### src/rtl/signal_snapshot_buffer.sv
// Snapshot FIFO: captures a probed signal vector with a free-running cycle stamp
// and hands entries to a slower consumer, counting every push it cannot accept.
module signal_snapshot_buffer #(
    parameter int WIDTH   = 7,
    parameter int DEPTH   = 8,
    parameter int STAMP_W = 16
) (
    input  logic                         clock,
    input  logic                         reset,
    input  logic                         sample_en,
    input  logic [WIDTH-1:0]             sample_data,
    input  logic                         change_only,
    output logic                         out_valid,
    input  logic                         out_ready,
    output logic [WIDTH-1:0]             out_data,
    output logic [STAMP_W-1:0]           out_stamp,
    output logic [$clog2(DEPTH+1)-1:0]   count,
    output logic                         full,
    output logic [15:0]                  drop_count
);

    localparam int PTR_W = $clog2(DEPTH);
    localparam int CNT_W = $clog2(DEPTH+1);
    localparam logic [CNT_W-1:0] FULL_COUNT = CNT_W'(DEPTH);

    logic [WIDTH-1:0]   data_mem  [DEPTH];
    logic [STAMP_W-1:0] stamp_mem [DEPTH];

    logic [PTR_W-1:0]   rd_ptr_q, rd_ptr_d;
    logic [PTR_W-1:0]   wr_ptr_q, wr_ptr_d;
    logic [CNT_W-1:0]   count_q, count_d;
    logic [STAMP_W-1:0] stamp_q, stamp_d;
    logic [15:0]        drop_q, drop_d;
    logic [WIDTH-1:0]   last_value_q, last_value_d;
    logic               have_last_q, have_last_d;
    logic [WIDTH-1:0]   hold_data_q, hold_data_d;
    logic [STAMP_W-1:0] hold_stamp_q, hold_stamp_d;

    logic empty;
    logic is_full;
    logic candidate;
    logic push;
    logic pop;
    logic drop;

    // Handshake: an entry transfers on a rising edge where out_valid && out_ready.
    // out_valid depends only on registered occupancy, never on out_ready.
    assign empty   = (count_q == '0);
    assign is_full = (count_q == FULL_COUNT);

    assign candidate = sample_en &&
                       (!change_only || !have_last_q || (sample_data != last_value_q));
    assign pop       = !empty && out_ready;
    assign push      = candidate && (!is_full || pop);
    assign drop      = candidate && !push;

    always_comb begin
        rd_ptr_d     = rd_ptr_q;
        wr_ptr_d     = wr_ptr_q;
        count_d      = count_q;
        stamp_d      = stamp_q + STAMP_W'(1);
        drop_d       = drop_q;
        last_value_d = last_value_q;
        have_last_d  = have_last_q;
        hold_data_d  = hold_data_q;
        hold_stamp_d = hold_stamp_q;

        if (candidate) begin
            last_value_d = sample_data;
            have_last_d  = 1'b1;
        end

        if (push) begin
            wr_ptr_d = wr_ptr_q + PTR_W'(1);
        end

        if (pop) begin
            rd_ptr_d     = rd_ptr_q + PTR_W'(1);
            hold_data_d  = data_mem[rd_ptr_q];
            hold_stamp_d = stamp_mem[rd_ptr_q];
        end

        case ({push, pop})
            2'b10:   count_d = count_q + CNT_W'(1);
            2'b01:   count_d = count_q - CNT_W'(1);
            default: count_d = count_q;
        endcase

        if (drop && (drop_q != 16'hFFFF)) begin
            drop_d = drop_q + 16'd1;
        end
    end

    always_ff @(posedge clock or posedge reset) begin
        if (reset) begin
            rd_ptr_q     <= '0;
            wr_ptr_q     <= '0;
            count_q      <= '0;
            stamp_q      <= '0;
            drop_q       <= '0;
            last_value_q <= '0;
            have_last_q  <= 1'b0;
            hold_data_q  <= '0;
            hold_stamp_q <= '0;
        end else begin
            rd_ptr_q     <= rd_ptr_d;
            wr_ptr_q     <= wr_ptr_d;
            count_q      <= count_d;
            stamp_q      <= stamp_d;
            drop_q       <= drop_d;
            last_value_q <= last_value_d;
            have_last_q  <= have_last_d;
            hold_data_q  <= hold_data_d;
            hold_stamp_q <= hold_stamp_d;
        end
    end

    // Storage is deliberately left out of reset; occupancy guards every read.
    always_ff @(posedge clock) begin
        if (push) begin
            data_mem[wr_ptr_q]  <= sample_data;
            stamp_mem[wr_ptr_q] <= stamp_q;
        end
    end

    // While empty, the head shows the last entry popped so the outputs never go X.
    assign out_valid  = !empty;
    assign out_data   = empty ? hold_data_q  : data_mem[rd_ptr_q];
    assign out_stamp  = empty ? hold_stamp_q : stamp_mem[rd_ptr_q];
    assign count      = count_q;
    assign full       = is_full;
    assign drop_count = drop_q;

endmodule

### config.mk
export PLATFORM = sky130hd
export DESIGN_NAME = signal_snapshot_buffer
export DESIGN_NICKNAME = d
export VERILOG_FILES = /design/src/rtl/signal_snapshot_buffer.sv
export SDC_FILE = /design/constraint.sdc
export NUM_CORES = 1
export LEC_CHECK = 0
export CORE_MARGIN = 4
export CORE_UTILIZATION = 60
export DETAILED_ROUTE_END_ITERATION = 10
export PLACE_DENSITY = 0.91
export SLEW_MARGIN = 15
export SYNTH_ARGS = -nofsm -noshare
export SYNTH_HDL_FRONTEND = slang
export SYNTH_SLANG_ARGS = --single-unit
### constraint.sdc
create_clock -name clock -period 7.6 [get_ports clock]
set_clock_uncertainty 0.2 [all_clocks]
set_input_delay 0.76 -clock clock [delete_from_list [all_inputs] [get_ports clock]]
set_output_delay 0.76 -clock clock [all_outputs]
set_load 0.1 [all_outputs]
==> results.rst <==
.. list-table::
   :header-rows: 1

   * - Metric
     - Value
   * - Setup slack of the worst register-to-register path
     - 3.82 ns
   * - Share of post-route cells with drive strength above 1
     - 0.182
   * - R2R Path End
     - stamp_mem[6][0]$_DFFE_PP_
   * - Result of the run
     - completed
   * - Clock-pin slew on the worst setup and hold paths
     - 0.06 ns
   * - Data arrival at the endpoint of the critical path
     - 3.93 ns
   * - Worst Path Required
     - 6.64 ns
   * - Synthesis-to-layout area growth
     - 16.2%
   * - DRC marker count from the first detailed-route iteration
     - 458
   * - Max frequency
     - 0.205 GHz
   * - Number of antenna-violating nets in the routed design
     - 0
   * - RSZ-0062 raised after global routing
     - false
   * - Cell leakage power
     - 4.40 nW
   * - Critical Path Fanout Max
     - 26
   * - Hold-fix buffers, CTS
     - 0
   * - Startpoint of the lowest-slack register-to-register path
     - last_value_q[1]$_DFFE_PP0P_
   * - Fraction of synthesized cell area taken by the top area cell type
     - 0.532
   * - Number of global-route vias before repair
     - 5982
   * - Post-cts repair resize count
     - 0
   * - CP bufs+invs
     - 2
   * - Commonest non-fill, non-tap cell in the layout
     - edfxtp_1
   * - Nets in the synthesized netlist
     - 637
   * - Hold Startpoint
     - hold_stamp_q[4]$_DFFE_PP0P_
   * - Total Nets Final
     - 703
   * - Worst setup path category
     - reg2out
   * - Vias per Instance
     - 6.28
   * - Wire length of the first global-routing pass
     - 34600 um
   * - Number of flops mapped to enable cells by yosys
     - 184
   * - Hold-critical path endpoint
     - hold_stamp_q[4]$_DFFE_PP0P_
   * - # port buffers
     - 56
   * - GR Overflow Total
     - 0
   * - Path type of the worst min-delay path
     - reg2reg
   * - Sequential share of the synthesized area
     - 0.708
   * - Power per unit of standard cell area
     - 453 nW/um2
   * - Total wire length
     - 22000 um
   * - Number of cells traversed by the worst hold path
     - 2
   * - Maximum cell stage delay along the critical path
     - 1.02 ns
   * - Residual DRC
     - 0
   * - Clock buffer count from CTS
     - 25
   * - Total chip power
     - 0.00546 W
   * - Actual slew at the worst max-slew pin
     - 1.03 ns
   * - Post-synthesis average cell area
     - 16.8 um2
   * - Final cycle utilization of the critical path
     - 0.643
   * - Gpl congestion
     - 0.822
   * - Number of cells in the design after placement
     - 877
   * - Pin count of the biggest net entering global routing
     - 74
   * - Number of diodes added for antenna fixing
     - 0
   * - Total count of max-transition violations in the final report
     - 0
   * - Series of cell instances along the critical path
     - buf_4 > mux4_2 > mux2i_1 > a21oi_1 > clkdlybuf4s50_1
   * - Top Family by Delay on Critical Path
     - buffers and inverters
   * - Highest-count cells in the layout ignoring fill and taps
     - 184 x edfxtp_1, 71 x dfrtp_1, 60 x nand2_1
   * - Final count of negative-setup-slack endpoints
     - 0
   * - Cells after Synth
     - 618
   * - Post-synthesis instance area
     - 10400 um2
   * - Tightest slew margin relative to the limit
     - 0.311
   * - Number of antenna violations at the first check in global routing
     - 0
   * - Non-filler cells, final
     - 922
   * - Width of the chip
     - 140 um
   * - Depth of the most critical reg-to-reg path
     - 6
   * - Clock tree from TritonCTS
     - built
   * - Number of buffers between clock root and the deepest sink
     - 3
   * - Wirelength per Cell
     - 23.8 um
   * - Initial Utilization
     - 0.619
   * - Sum Neg Setup Slack
     - 0 ns
   * - Type of element launching the critical path
     - register
   * - H-tree lvl count
     - 1
   * - Gr usage total
     - 0.229
   * - Warnings, synthesis
     - 0
   * - Die boundary height
     - 140 um
   * - Top-level I/O count
     - 57
   * - Clk Tree Root Cell
     - clkbuf_16
   * - Number of iterations in the first detailed-routing pass
     - 5
   * - Latest clock arrival within the worst-skew pair
     - 0.50 ns
   * - IR Drop Worst-Case VDD
     - 462 uV
   * - Final Hold Fails
     - 0
   * - Max-cap viol count
     - 0
   * - Std-Cell Rows
     - 47
   * - Area of the die
     - 19500 um2
   * - Most instantiated flip-flop cell in the synthesis netlist
     - edfxtp_1
   * - Post-CTS Setup Repair Bufs
     - 0
   * - Crit. End Element
     - output port
   * - Yosys top cell by area
     - edfxtp_1
   * - Final min period
     - 4.89 ns
   * - Cells taking the most area after synthesis
     - edfxtp_1 53%, dfrtp_1 18%, mux4_2 10%, mux2i_1 2.4%, nand2_1 2.2%
   * - Overall via count from detail_route
     - 5792
   * - Library cells used by synthesis
     - 45
   * - Core box area
     - 16800 um2
   * - Async set-reset flop share out of synthesis
     - 0.284
   * - DP Wirelength
     - 12400 um
   * - Cell with the largest stage delay on the worst path
     - clkdlybuf4s50_1
   * - Clock tree sinks
     - 257
   * - Number of cells on the critical path
     - 5
   * - Number of storage elements in the synthesis netlist
     - 257
==> how the worst max path moves through the flow <==
stage / from / to / slack, ns
CTS: rd_ptr_q[0]$_DFFE_PP0P_ / out_stamp[15] / 2.60
detailed placement: sample_data[1] / stamp_mem[6][0]$_DFFE_PP_ / 2.87
floorplan: count[2]$_DFFE_PP0P_ / data_mem[2][0]$_DFFE_PP_ / 2.64
global placement: sample_data[3] / stamp_mem[6][6]$_DFFE_PP_ / 3.10
global route: rd_ptr_q[0]$_DFFE_PP0P_ / out_stamp[7] / 2.41
finish: rd_ptr_q[0]$_DFFE_PP0P_ / out_stamp[12] / 2.71
==> Yosys cell counts (all sizes together), types with 13 or more instances <==
master    n
xnor2    20
nand3    16
dfrtp    73
xor2     22
nand2    61
buf      14
o21ai    24
mux4     46
a21oi    25
nor2     29
mux2i    26
clkbuf   13
edfxtp  184
==> cell type report <==
type / instances / area (um2)
clock buffer: 33 / 706
clock inverter: 12 / 135
fill: 963 / 4690
inverter: 7 / 26.3
multi-input combinational: 327 / 2940
sequential: 257 / 7350
tap: 220 / 275
timing repair buffer: 66 / 636
==> worst reg2reg max path, cell delays in order (launching register included) <==
cell and delay [ns]:
dfrtp_1 0.40, xor2_1 0.28, nor4_2 0.13, a21oi_2 0.66, nand3_1 0.44, nor3b_2 0.93
buf_4 0.41
==> through the flow <==
stage / utilization / setup slack [ns] / area (um2) / hold slack [ns]
after floorplan: - / 2.64 / 10400 / 0.239
after detailed placement: 0.670 / 2.87 / 11200 / 0.267
after global routing: 0.720 / 2.41 / 12100 / 0.304
after global placement: 0.670 / 3.10 / 11200 / 0.259
after CTS: 0.720 / 2.60 / 12100 / 0.293
final: 0.720 / 2.71 / 12100 / 0.287
==> sequential cells by signal, summed over array words and instances (netlist names) <==
signal,flops
last_value_q,7
data_mem,56
wr_ptr_q,3
rd_ptr_q,3
have_last_q,1
hold_stamp_q,16
stamp_mem,128
count,4
drop_count,16
hold_data_q,7
stamp_q,16
==> power breakdown <==
group          internal, W  total [W]  switching, W
Sequential         0.00175    0.00196      0.000202
Combinational     0.000670    0.00226       0.00159
Clock             0.000753    0.00125      0.000494
Total              0.00318    0.00546       0.00228
==> logic make-up after synthesis <==
kind of cell,Yosys count,share of synthesized area
muxes,77,0.131
DFF,257,0.708
adders and majority gates,7,0.00916
and+or+nand+nor,147,0.0715
AOI/OAI and AO/OA,54,0.0315
xor gates and xnor gates,42,0.0354
buffers and inverters,34,0.0136
==> layer usage <==
layer,GRT usage,up-vias,wire (um)
met5,0,-,0
met4,0.0668,0,509
met3,0.0312,38,1280
met2,0.401,267,11800
met1,0.303,3005,8390
li1,-,2482,-
No activity file was read; power rests on OpenSTA's default activity.
==> variant: new RTL, config.mk and constraints unchanged <==
Take the reset off `hold_stamp_q` and load it in a clocked block of its own.
--- a/src/rtl/signal_snapshot_buffer.sv
+++ b/src/rtl/signal_snapshot_buffer.sv
@@ -103,3 +103,2 @@
             hold_data_q  <= '0;
-            hold_stamp_q <= '0;
         end else begin
@@ -113,4 +112,7 @@
             hold_data_q  <= hold_data_d;
-            hold_stamp_q <= hold_stamp_d;
         end
+    end
+
+    always_ff @(posedge clock) begin
+        hold_stamp_q <= hold_stamp_d;
     end
Behaviour: differs if reset is asserted again (counterexample within 4 cycles, from zero or initial values and one cycle with reset high); with reset held inactive, the same outputs for 10 cycles.
==> variant against the unedited design <==
Utilization fell by 0.10 points. Sequential cell count unchanged. Synthesized cell count fell by 11%. Die area down 1.1%. Cell area fell by 0.84%. Synthesized area is 1.2% lower. Routed wire length decreased by 6.7%. Critical endpoint is now out_stamp[3]. Worst setup slack lost 0.21 ns.
Power is not shown: default switching activity piles up to over one toggle a cycle in this logic, so the estimate is an artifact.
==> variant: results (changes against the unedited design) <==
* # diodes at 0 (unchanged)
* Pre-CTS setup slack at 2.99 ns (+0.125 ns)
* Vias in the first global route at 5740 (-4.0%)
* WHS Endpoint: have_last_q$_DFFE_PP0P_
* Seq/Total Area, Yosys at 72.5% (+1.7 points)
* Reg2Reg Capture Point: count[3]$_DFFE_PP0P_
* Placer Congestion at 0.755 (-8.2%)
* Worst reg2reg path depth at 13 (+7)
* EDFF count, synth at 200 (+8.7%)
* Layout fillers at 919 (-4.6%)
* Crit-path max cell delay at 0.99 ns (-0.03 ns)
* Crit path DAT at 4.14 ns (+0.21 ns)
* Largest net degree at the start of global routing at 58 (-22%)
* Routed vias at 5298 (-8.5%)
* Initial antenna violation count at 0 (unchanged)
* Initial DRC count at 481 (+5.0%)
* Gr usage total at 21.6% (-1.2 points)
* Total CTS buffers at 27 (+8.0%)
* RR Startpoint: count[2]$_DFFE_PP0P_
* Drt pass-1 iters at 7 (+2)
* Worst hold start: have_last_q$_DFFE_PP0P_
* Unique masters post-synth at 36 (-20%)
* Post-CTS Setup Inserts at 0 (unchanged)
* Worst R2R Setup Slack at 4.24 ns (+0.42 ns)
* Fraction of registers with async set/reset at 22.2% (-6.2 points)
* Layout cells sized above 1 at 25.2% (+6.9 points)
* Root Buffer: clkbuf_16
* Final net count at 639 (-9.1%)
* Synth cell count leaders: edfxtp_1 (200), dfrtp_1 (57), mux4_2 (46), mux2_2 (39), xnor2_1 (36)
* Top cells by area, synth: edfxtp_1 (59%), dfrtp_1 (14%), mux4_2 (10%)
* Hold Path Stages at 1 (-1)
* CTS H-tree depth at 1 (unchanged)
* Syn Nets at 566 (-11%)
* Clock buffer depth at 3 (unchanged)
* Hpwl dp at 11400 um (-8.3%)
* Clock latency on the worst-skew pair at 0.52 ns (+0.02 ns)
* Regs by FF count: stamp_mem: 128 flops, data_mem: 56 flops
* First-pass GRT wire length at 32700 um (-5.7%)
* Slew headroom at 32.4% (+1.3 points)
* WL final at 20500 um (-6.7%)
* Outcome: finished, final reports clean
* F_max at 196 MHz (-4.1%)
## variant: layout make-up
class	count	share of cell area [%]
flip-flops and latches	257	62.1
repair buffers	69	5.50
inverters	7	0.220
multi-input cells	258	22.7
clock buffers	32	6.33
clock inverters	17	0.857
well taps	220	2.30
## variant: cells by family after synthesis
family | after synthesis | share of synthesized area (%)
flip-flops | 257 | 72.5
adder cells (fa/ha/maj) | 7 | 0.927
AO/OA/AOI/OAI | 19 | 1.29
XOR/XNOR | 43 | 3.67
AND/OR/NAND/NOR | 94 | 4.67
multiplexers | 95 | 15.5
buffers and inverters | 32 | 1.50
## variant: worst max path at each step
stage | start | end | depth (start not counted)
final | rd_ptr_q[0]$_DFFE_PP0P_ | out_stamp[3] | 5
after floorplan | count[2]$_DFFE_PP0P_ | out_data[4] | 6
after detailed placement | rd_ptr_q[0]$_DFFE_PP0P_ | out_stamp[2] | 5
after CTS | rd_ptr_q[0]$_DFFE_PP0P_ | out_stamp[2] | 5
after global placement | rd_ptr_q[0]$_DFFE_PP0P_ | out_stamp[4] | 5
after global routing | rd_ptr_q[0]$_DFFE_PP0P_ | out_stamp[3] | 5
## variant: stage by stage
step / hold WS [ns] / instance area (um2) / cells
after floorplan: 0.239 / 10300 / 547
after global placement: 0.249 / 11100 / 811
after detailed placement: 0.265 / 11100 / 811
after CTS: 0.280 / 12000 / 860
after global routing: 0.309 / 12000 / 860
final: 0.276 / 12000 / 860
## variant: routing by layer
layer  GRT usage [%]  vias to the layer above  share of wire, %
met5               0                        -                 0
met4            7.31                        0               2.9
li1                -                     2272                 -
met2            37.3                      223                52
met1            28.7                     2750                39
met3            3.41                       53               6.1
